--- config.mk ---
export PLATFORM = sky130hd
export DESIGN_NAME = game_ctrl
export DESIGN_NICKNAME = d
export VERILOG_FILES = /design/src/rtl/game_pkg.sv /design/src/rtl/ghost_collide.sv /design/src/rtl/game_ctrl.sv
export SDC_FILE = /design/constraint.sdc
export NUM_CORES = 1
export LEC_CHECK = 0
export CELL_PAD_IN_SITES_DETAIL_PLACEMENT = 0
export CELL_PAD_IN_SITES_GLOBAL_PLACEMENT = 1
export CORE_ASPECT_RATIO = 1.1
export CORE_UTILIZATION = 43
export DETAILED_ROUTE_END_ITERATION = 12
export PLACE_DENSITY_LB_ADDON = 0.1
export SYNTH_ARGS = -nofsm -noshare
export SYNTH_HDL_FRONTEND = slang
export SYNTH_SLANG_ARGS = --single-unit
--- constraint.sdc ---
create_clock -name Clk -period 4.98 [get_ports Clk]
set_clock_uncertainty 0.15 [all_clocks]
set_input_delay 0.996 -clock Clk [delete_from_list [all_inputs] [get_ports Clk]]
set_output_delay 0.996 -clock Clk [all_outputs]
set_load 0.03 [all_outputs]
--- src/rtl/game_pkg.sv ---
// Shared state encoding and arithmetic helpers for the PacMan game-state controller.
package game_pkg;

    typedef enum logic [2:0] {
        RESTART   = 3'd0,
        PAUSE     = 3'd1,
        RUN       = 3'd2,
        LIFE_DOWN = 3'd3,
        LIFE_HOLD = 3'd4,
        GAME_OVER = 3'd5,
        GAME_WON  = 3'd6
    } state_t;

    localparam int ABS_W  = 32;
    localparam int HOLD_W = 16;

    function automatic logic [ABS_W-1:0] absdiff(input logic [ABS_W-1:0] a,
                                                 input logic [ABS_W-1:0] b);
        return (a > b) ? (a - b) : (b - a);
    endfunction

endpackage

--- src/rtl/ghost_collide.sv ---
// Box-overlap test between PacMan and one ghost, with a small pixel tolerance.
module ghost_collide
    import game_pkg::*;
#(
    parameter int COORD_W = 10,
    parameter int TOL     = 2
) (
    input  logic [COORD_W-1:0] pX,
    input  logic [COORD_W-1:0] pY,
    input  logic [COORD_W-1:0] gX,
    input  logic [COORD_W-1:0] gY,
    input  logic [COORD_W-1:0] pSize,
    input  logic [COORD_W-1:0] gSize,
    output logic               hit
);

    logic [COORD_W+1:0] reach;
    logic [ABS_W-1:0]   dx;
    logic [ABS_W-1:0]   dy;

    // Two extra bits keep the sum of two full-range half-extents plus tolerance from wrapping.
    assign reach = (COORD_W+2)'(pSize) + (COORD_W+2)'(gSize) + (COORD_W+2)'(TOL);
    assign dx    = absdiff(ABS_W'(pX), ABS_W'(gX));
    assign dy    = absdiff(ABS_W'(pY), ABS_W'(gY));
    assign hit   = (dx <= ABS_W'(reach)) && (dy <= ABS_W'(reach));

endmodule

--- src/rtl/game_ctrl.sv ---
// PacMan game-state controller: collisions, score/lives/fruit bookkeeping and
// the start/run/life-loss/win/lose sequencing with a timed frightened mode.
module game_ctrl
    import game_pkg::*;
#(
    parameter int NUM_GHOSTS = 3,
    parameter int NUM_FRUITS = 4,
    parameter int COORD_W    = 10,
    parameter int SCORE_W    = 10,
    parameter int LIVES      = 3,
    parameter int TOL        = 2,
    parameter int FRUIT_PTS  = 50,
    parameter int GHOST_PTS  = 100,
    parameter int FRIGHT_CYC = 600,
    parameter int HOLD_MIN   = 60
) (
    input  logic                          Clk,
    input  logic                          Reset_n,
    input  logic                          start,
    input  logic                          timer_expired,
    input  logic                          dots_done,
    input  logic                          power_pellet,
    input  logic [NUM_FRUITS-1:0]         fruit_hit,
    input  logic [COORD_W-1:0]            pX,
    input  logic [COORD_W-1:0]            pY,
    input  logic [NUM_GHOSTS*COORD_W-1:0] gX,
    input  logic [NUM_GHOSTS*COORD_W-1:0] gY,
    input  logic [COORD_W-1:0]            pSize,
    input  logic [COORD_W-1:0]            gSize,
    output state_t                        state,
    output logic                          pause,
    output logic                          win,
    output logic                          lose,
    output logic                          lifeDown,
    output logic                          frightened,
    output logic [NUM_GHOSTS-1:0]         ghost_eaten,
    output logic [SCORE_W-1:0]            score,
    output logic [3:0]                    lives,
    output logic [NUM_FRUITS-1:0]         fruits_eaten
);

    localparam int                 TMR_W     = $clog2(FRIGHT_CYC + 1);
    localparam logic [SCORE_W-1:0] SCORE_MAX = '1;

    state_t                  state_d;
    logic [NUM_GHOSTS-1:0]   hit;
    logic [NUM_GHOSTS-1:0]   eat_sel;
    logic [NUM_FRUITS-1:0]   fruit_avail;
    logic [NUM_FRUITS-1:0]   fruit_sel;
    logic [TMR_W-1:0]        fright_timer;
    logic [HOLD_W-1:0]       hold_cnt;
    logic                    any_hit;
    logic                    in_play;
    logic                    do_eat;
    logic                    do_fruit;
    logic [31:0]             score_sum;
    logic [SCORE_W-1:0]      score_next;

    genvar gi;
    generate
        for (gi = 0; gi < NUM_GHOSTS; gi++) begin : g_collide
            ghost_collide #(
                .COORD_W(COORD_W),
                .TOL    (TOL)
            ) u_collide (
                .pX   (pX),
                .pY   (pY),
                .gX   (gX[gi*COORD_W +: COORD_W]),
                .gY   (gY[gi*COORD_W +: COORD_W]),
                .pSize(pSize),
                .gSize(gSize),
                .hit  (hit[gi])
            );
        end
    endgenerate

    assign any_hit     = |hit;
    assign frightened  = (fright_timer != '0);
    assign fruit_avail = fruit_hit & ~fruits_eaten;

    always_comb begin
        eat_sel = '0;
        for (int i = NUM_GHOSTS - 1; i >= 0; i--) begin
            if (hit[i]) begin
                eat_sel    = '0;
                eat_sel[i] = 1'b1;
            end
        end
    end

    always_comb begin
        fruit_sel = '0;
        for (int j = NUM_FRUITS - 1; j >= 0; j--) begin
            if (fruit_avail[j]) begin
                fruit_sel    = '0;
                fruit_sel[j] = 1'b1;
            end
        end
    end

    // Eating and fruit only happen when no higher-priority RUN exit fires this cycle.
    assign in_play  = (state == RUN) && !timer_expired && !dots_done;
    assign do_eat   = in_play && any_hit && frightened;
    assign do_fruit = in_play && !any_hit && (|fruit_avail);

    assign score_sum  = 32'(score) + (do_eat ? 32'(GHOST_PTS) : 32'(FRUIT_PTS));
    assign score_next = (score_sum > 32'(SCORE_MAX)) ? SCORE_MAX : score_sum[SCORE_W-1:0];

    always_ff @(posedge Clk or negedge Reset_n) begin
        if (!Reset_n) begin
            state <= RESTART;
        end else begin
            state <= state_d;
        end
    end

    always_comb begin
        state_d = state;
        case (state)
            RESTART:   state_d = PAUSE;
            PAUSE:     if (start) state_d = RUN;
            RUN: begin
                if (timer_expired)              state_d = GAME_OVER;
                else if (dots_done)             state_d = GAME_WON;
                else if (any_hit && !frightened) state_d = LIFE_DOWN;
            end
            LIFE_DOWN: state_d = (lives <= 4'd1) ? GAME_OVER : LIFE_HOLD;
            LIFE_HOLD: begin
                if (!any_hit && (hold_cnt >= HOLD_W'(HOLD_MIN - 1))) state_d = RUN;
            end
            GAME_OVER, GAME_WON: if (start) state_d = RESTART;
            default:   state_d = RESTART;
        endcase
    end

    always_comb begin
        pause    = 1'b0;
        win      = 1'b0;
        lose     = 1'b0;
        lifeDown = 1'b0;
        case (state)
            PAUSE:     pause = 1'b1;
            LIFE_DOWN, LIFE_HOLD: lifeDown = 1'b1;
            GAME_OVER: begin
                lose  = 1'b1;
                pause = 1'b1;
            end
            GAME_WON: begin
                win   = 1'b1;
                pause = 1'b1;
            end
            default: ;
        endcase
    end

    // A power pellet always reloads the timer, even in the cycle it would otherwise be cleared.
    always_ff @(posedge Clk or negedge Reset_n) begin
        if (!Reset_n) begin
            score        <= '0;
            lives        <= 4'(LIVES);
            fruits_eaten <= '0;
            fright_timer <= '0;
            hold_cnt     <= '0;
            ghost_eaten  <= '0;
        end else begin
            ghost_eaten <= do_eat ? eat_sel : '0;

            if (state == RESTART) begin
                score        <= '0;
                lives        <= 4'(LIVES);
                fruits_eaten <= '0;
            end else if (do_eat) begin
                score <= score_next;
            end else if (do_fruit) begin
                score        <= score_next;
                fruits_eaten <= fruits_eaten | fruit_sel;
            end else if (state == LIFE_DOWN && lives != 4'd0) begin
                lives <= lives - 4'd1;
            end

            if (state == LIFE_HOLD && state_d == LIFE_HOLD) begin
                if (hold_cnt != '1) hold_cnt <= hold_cnt + HOLD_W'(1);
            end else begin
                hold_cnt <= '0;
            end

            if (power_pellet) begin
                fright_timer <= TMR_W'(FRIGHT_CYC);
            end else if (state == RESTART) begin
                fright_timer <= '0;
            end else if (state == RUN && state_d == LIFE_DOWN) begin
                fright_timer <= '0;
            end else if (state == RUN && fright_timer != '0) begin
                fright_timer <= fright_timer - TMR_W'(1);
            end
        end
    end

endmodule

# --- Yosys cells after proc, flatten, opt, wreduce, memory -nomap -nowiden ---
# Cells that the tools add are included.
classes:
  n_lt_le_gt_ge: 15
  mul: 0
  n_shift: 0
  add_sub_neg: 18
  bitwise: 3
  div_mod_pow: 0
  n_reduce_logical: 33
  eq_ne: 12
  muxes: 44
ops:
  columns: ["cell", "n"]
  rows:
  - ["$le 32x12->1", 6]
  - ["$mux 32", 6]
  - ["$sub 10x10->11", 12]
  - ["$mux 10", 8]
  - ["$gt 10x10->1", 6]
  - ["$mux 4", 11]
  - ["$mux 16", 2]
  - ["$mux 3", 10]
  - ["$pmux 3 s6", 1]
  - ["$add 16x1->16 const B", 1]
  - ["$ge 16x6->1 const B", 1]
  - ["$ne 16x16->1 const B", 1]
  - ["$logic_and 1x1->1", 15]
  - ["$add 12x2->12 const B", 1]
  - ["$eq 3x3->1 const B", 4]
  - ["$add 10x10->11", 1]
  - ["$add 10x7->11", 1]
  - ["$gt 11x10->1 const B", 1]
  - ["$reduce_bool 10->1", 1]
  - ["$sub 10x1->10 const B", 1]
  - ["$eq 3x2->1 const B", 3]
  - ["$reduce_bool 4->1", 2]
  - ["$mux 7", 1]
  - ["$ne 2x1->1 const B", 3]
  - ["16 further kinds", 26]
word_totals:
  n_memories: 0
  inputBits: 110
  latch_bits: 0
  output_inout_bits: 29
  rom_bits: 0
  register_bits: 50
  ramBits: 0
  word_cells: 132

# --- Depth between registers and ports, before layout ---
depth:
  ltp_word: 15
  ltp_mapped: 36
  mapped_depth_nobuf: 35

# --- Hierarchy ---
# A second synthesis with hierarchy kept.
unflattened:
  hier_cells: 1439
  hier_area_um2: 11553.6
by_module_without_submodules:
  columns: ["mod", "n_inst", "area_each_um2", "seq_area_each_um2", "cells_each"]
  rows:
  - ["ghost_collide (g_collide[0].u_collide ...)", 2, 2842.7, 0.0, 376]
  - ["game_ctrl", 1, 2981.6, 1253.7, 312]
  - ["ghost_collide (g_collide[1].u_collide)", 1, 2886.5, 0.0, 375]

# --- Worst setup path after synthesis ---
# Ideal clock, no wire load.
synth_path:
  path_type: "input port to flip-flop"
  from: "input pX[2]"
  to: "register score[3]"
  arrival_ps: 7014
  path_buffers: 2
  t_required_ps: 4710
  setup_ps: 120
  setup_slack_ps: -2304
  cell_stages: 32
  cell_sequence: "inv_1 > ha_1 > clkbuf_1 > a21oi_1 > a21oi_1 > o211ai_1 > a211oi_2 > clkbuf_1 > mux2i_1 > inv_1 > o21ai_0 > nand2_1 > a221oi_1 > xnor2_1 > ha_1 > nand2_1 > o311a_1 > a311o_1 > o31a_1 > and2_1 > or2_2 > inv_1 > ha_1 > a21oi_1 > nor2b_1 > a211oi_1 > nor2b_1 > o21a_1 > nand3_1 > nand2b_1 > a21oi_1 > nor2_1"
synth_between:
  elab_chain_len: 14
  elab_cells_between_ends: 32
  classes_between: "add/sub: 7; order compare: 7; mux: 8; reduce/logical: 10"
synth_rtl:
  columns: ["item", "line_no", "rtl"]
  rows:
  - ["from (decl)", "game_ctrl.sv:24", "input logic [COORD_W-1:0] pX,"]
  - ["$sub 10x10->11 or $gt 10x10->1 (tied branches)", "game_pkg.sv:19", "return (a > b) ? (a - b) : (b - a);"]
  - ["$mux 32", "game_pkg.sv:19", null]
  - ["$le 32x12->1", "ghost_collide.sv:25", "assign hit = (dx <= ABS_W'(reach)) && (dy <= ABS_W'(reach));"]
  - ["$logic_and 1x1->1", "ghost_collide.sv:25", null]
  - ["$reduce_or 3->1 (*)", "game_ctrl.sv:77", "assign any_hit = |hit;"]
  - ["$logic_and 1x1->1 (2 in a row)", "game_ctrl.sv:103", "assign do_eat = in_play && any_hit && frightened;"]
  - ["$mux 7", "game_ctrl.sv:106", "assign score_sum = 32'(score) + (do_eat ? 32'(GHOST_PTS) : 32'(FRUIT_PTS));"]
  - ["$add 10x7->11", "game_ctrl.sv:106", null]
  - ["$gt 11x10->1", "game_ctrl.sv:107", "assign score_next = (score_sum > 32'(SCORE_MAX)) ? SCORE_MAX : score_sum[SCORE_W-1:0];"]
  - ["$mux 10", "game_ctrl.sv:107", null]
  - ["$mux 10", "game_ctrl.sv:174", "end else if (do_fruit) begin"]
  - ["$mux 10", "game_ctrl.sv:172", "end else if (do_eat) begin"]
  - ["$mux 10", "game_ctrl.sv:168", "if (state == RESTART) begin"]
  - ["to (signal assigned)", "game_ctrl.sv:173", "score <= score_next;"]
  - ["to (signal assigned)", "game_ctrl.sv:175", "score <= score_next;"]
  - ["to (decl)", "game_ctrl.sv:37", "output logic [SCORE_W-1:0] score,"]
# Every way passes the cells marked *; elsewhere a longest branch is shown, timed or not. The select of a mux whose other input is x is not followed.
# A chain may end at the register's enable or synchronous reset.

# --- Worst setup path in the final report ---
layout_path:
  from: "input gY[27]"
  to: "register score[5]"
layout_between:
  elab_chain_len: 14
  elab_cells_between_ends: 20
  classes_between: "add/sub: 3; order compare: 3; mux: 6; reduce/logical: 8"
layout_rtl:
  columns: ["item", "line_no", "rtl"]
  rows:
  - ["from (decl)", "game_ctrl.sv:27", "input logic [NUM_GHOSTS*COORD_W-1:0] gY,"]
  - ["$sub 10x10->11 or $gt 10x10->1 (tied branches)", "game_pkg.sv:19", null]
  - ["$mux 32 (*)", "game_pkg.sv:19", null]
  - ["$le 32x12->1 (*)", "ghost_collide.sv:25", null]
  - ["$logic_and 1x1->1 (*)", "ghost_collide.sv:25", null]
  - ["$reduce_or 3->1 (*)", "game_ctrl.sv:77", null]
  - ["$logic_and 1x1->1 (2 in a row)", "game_ctrl.sv:103", null]
  - ["$mux 7", "game_ctrl.sv:106", null]
  - ["$add 10x7->11", "game_ctrl.sv:106", null]
  - ["$gt 11x10->1", "game_ctrl.sv:107", null]
  - ["$mux 10", "game_ctrl.sv:107", null]
  - ["$mux 10", "game_ctrl.sv:174", null]
  - ["$mux 10", "game_ctrl.sv:172", null]
  - ["$mux 10", "game_ctrl.sv:168", null]
# Marked as above.

==> flow_summary.toml <==
[status]
status = "finished with violations"
failed_checks = "negative setup slack"

[synth]
yosys_warnings = 0
ys.flop_type = "dfrtp_1"
netlist_area_mm2 = 0.0101
synth_cell_types = 85
ys_seq_elements = 50
synth_top_cell_area_share_pct = 25.3
yosysMostFrequentCell = "ha_1"
synth_edf_count = 0
yosysTopAreaCell = "ha_1"
syn_nets = 1594
synthArstFlopShare_pct = 100
synth_area_leaders = "ha_1 25%, dfrtp_1 12%, inv_1 5.1%, xnor2_1 4.5%, a21oi_1 4.2%"
avgSynthCellArea_um2 = 8.02
synth_commonest_cells = "205 x ha_1, 139 x inv_1, 93 x nor2_1, 86 x a21oi_1, 66 x nand2_1"
yosysSeqAreaShare_pct = 12.4
syn_inst = 1265

[worst_setup_path]
cp_top_family = "compound AO/OA/AOI/OAI gates"
crit_end = "score[5]$_DFFE_PN0P_"
endpoint_kind = "flip-flop"
worstPathRequired_ns = 5.01
reg2reg_depth = 18
start_kind = "primary input"
crit_fanout = 5
rr_startpoint = "fright_timer[0]$_DFFE_PN0P_"
critPathBufInv = 5
r2r_end = "score[6]$_DFFE_PN0P_"
cp.depth = 31
cp-startpoint = "gY[27]"
critPathArrivalTime_ns = 6.67
max_stage_delay_ns = 0.55
worstSetupPathType = "primary input to flip-flop"
ff2ff_setup_slack_ns = 0.98
slowest_stage = "clkdlybuf4s50_1"

[timing]
finalCriticalPeriod_ns = 6.64
slew_headroom_pct = 56.1
finalCritPeriodShare_pct = 133
finalHoldViolCount = 0
max_freq_mhz = 151
drv_slew = 0
setup_violations = 45
fin_setup_tns_ns = -35.60
worst_pin_slew_ns = 0.658
grt_setup_unrepaired = "yes"
setup_slack_ns = -1.66

[global_routing]
grt_util_all_layers_pct = 28.9
grt_pass1_vias = 11900
antenna_found_initial = 0
grt_max_degree = 51
grt_pass1_wl_mm = 57.0
grt_overflow = 0

[placed_design]
pre_cts_slack_ns = -2.52
dp.final_hpwl_mm = 27.6
gp_congestion = 0.939
portBuffers = 138
placedCellCount = 2045

[floorplan]
coreArea_mm2 = 0.0230
placementRows = 58
dieArea_mm2 = 0.0242
io_pins = 139
initial_core_util_pct = 44.1
die_w_um = 148
die_h_um = 163

[clocking]
numCtsBuffers = 5
cts_max_level = 2
clockRootBuffer = "clkbuf_16"
clockBufferDepth = 2
tritoncts = "done"
clock_sinks = 50
clkLatencyLatePin_ns = 0.29
cts_hold_buf = 0
clk_pin_slew_ns = 0.06

[final_layout]
drive_gt1_share_pct = 42.5
diodes = 0
fin_cells = 2133
final_nets = 2162
area_growth_pct = 68.6

[drt]
vias_per_cell = 5.31
drt_pass1_iterations = 5
routed_wl_mm = 35.5
vias = 11300
wl_per_cell_um = 16.6
drc_errors = 0
ant_nets = 0
drt_iter0_markers = 464

[min_path]
worstHoldPathType = "flip-flop to flip-flop"
hold_depth = 2

[power]
irDropWorstVdd_mv = 0.291
powerDensity_mw_per_mm2 = 234
p_leak_nw = 8.18

[flow_run]
maxCapViolCount = 0
==> stage by stage <==
stage / hold slack [ns] / utilization [%] / cell area (um2) / power [W]
final: 0.382 / 74.4 / 17100 / 0.00400
after global routing: 0.416 / 74.4 / 17100 / 0.00432
after CTS: 0.387 / 71.8 / 16500 / 0.00381
after detailed placement: 0.363 / 64.1 / 14800 / 0.00316
after global placement: 0.354 / 64.1 / 14800 / 0.00312
after floorplan: 0.361 / - / 10400 / 0.00206
==> layout make-up <==
| cell class | instances | area (um2) |
|---|---|---|
| fill | 1749 | 5900 |
| clock buffer | 6 | 129 |
| tap | 300 | 375 |
| sequential | 50 | 1250 |
| clock inverter | 1 | 7.51 |
| timing repair buffer | 592 | 4850 |
| inverter | 142 | 564 |
| multi-input combinational | 1042 | 9930 |
==> worst min path at each step <==
stage,from,end,slack (ns)
finish,fruits_eaten[3]$_DFFE_PN0P_,fruits_eaten[3]$_DFFE_PN0P_,0.38
global route,score[0]$_DFFE_PN0P_,score[0]$_DFFE_PN0P_,0.42
CTS,fruits_eaten[3]$_DFFE_PN0P_,fruits_eaten[3]$_DFFE_PN0P_,0.39
detailed placement,score[0]$_DFFE_PN0P_,score[0]$_DFFE_PN0P_,0.36
global placement,score[0]$_DFFE_PN0P_,score[0]$_DFFE_PN0P_,0.35
floorplan,fright_timer[8]$_DFFE_PN0P_,fright_timer[8]$_DFFE_PN0P_,0.36
==> worst reg2reg max path: cells and delay by family, from the launching register on <==
kind	cells	cell delay, ns
AO/OA/AOI/OAI	4	0.60
buffers and inverters	3	0.33
adder cells (fa/ha/maj)	2	0.44
flip-flops	1	0.42
AND/OR/NAND/NOR	9	1.96
==> sequential cells by signal (all words and copies together) (netlist names) <==
signal	flops
ghost_eaten	3
hold_cnt	16
fright_timer	10
fruits_eaten	4
score	10
lives	4
state	3
==> kinds of logic (layout without fill, tap and decap cells) <==
| logic type | count (synthesis) | in the layout | share of synthesized area (%) |
|---|---|---|---|
| AOI/OAI and AO/OA | 336 | 337 | 22.4 |
| xor gates and xnor gates | 85 | 85 | 7.34 |
| adders and majority gates | 219 | 219 | 28.0 |
| buffers and inverters | 175 | 741 | 6.71 |
| DFF | 50 | 50 | 12.4 |
| muxes | 61 | 61 | 6.24 |
| and+or+nand+nor | 339 | 340 | 17.0 |
==> metal layers <==
layer,part of all wire (%),wire [um],track usage (%),vias to the layer above
li1,-,-,-,5668
met1,44,15600,35.7,5391
met2,51,18100,53.5,201
met3,2.6,917,1.90,58
met4,2.4,838,8.15,0
met5,0,0,0,-
==> power breakdown <==
| group | switching, W | internal (W) |
|---|---|---|
| Combinational | 0.00154 | 0.00160 |
| Sequential | 0.0000859 | 0.000459 |
| Clock | 0.000141 | 0.000184 |
| Total | 0.00176 | 0.00224 |
==> timing repair <==
action,in CTS,in global routing
endpoints found under the setup margin,46,46
gates cloned,2,0
pin swaps,136,96
gates resized for setup,398,114
setup buffers,63,20
==> layout by cell type (no fill, tap or decap), types with 18 or more instances in the layout <==
| master | count |
|---|---|
| buf_4 | 422 |
| o21ai_1 | 22 |
| ha_1 | 141 |
| xor2_1 | 28 |
| nand3_1 | 34 |
| a21o_1 | 48 |
| nand2_1 | 59 |
| mux2i_1 | 38 |
| inv_1 | 112 |
| a21oi_1 | 66 |
| nor2_1 | 66 |
| a21oi_2 | 18 |
| nor2b_1 | 22 |
| o21ai_0 | 32 |
| dfrtp_1 | 48 |
| buf_6 | 34 |
| nand4_1 | 29 |
| xnor2_1 | 45 |
| clkdlybuf4s50_1 | 65 |
| ha_4 | 55 |
| buf_2 | 18 |
| dlygate4sd2_1 | 28 |
Power figures use the tool's default switching activity.
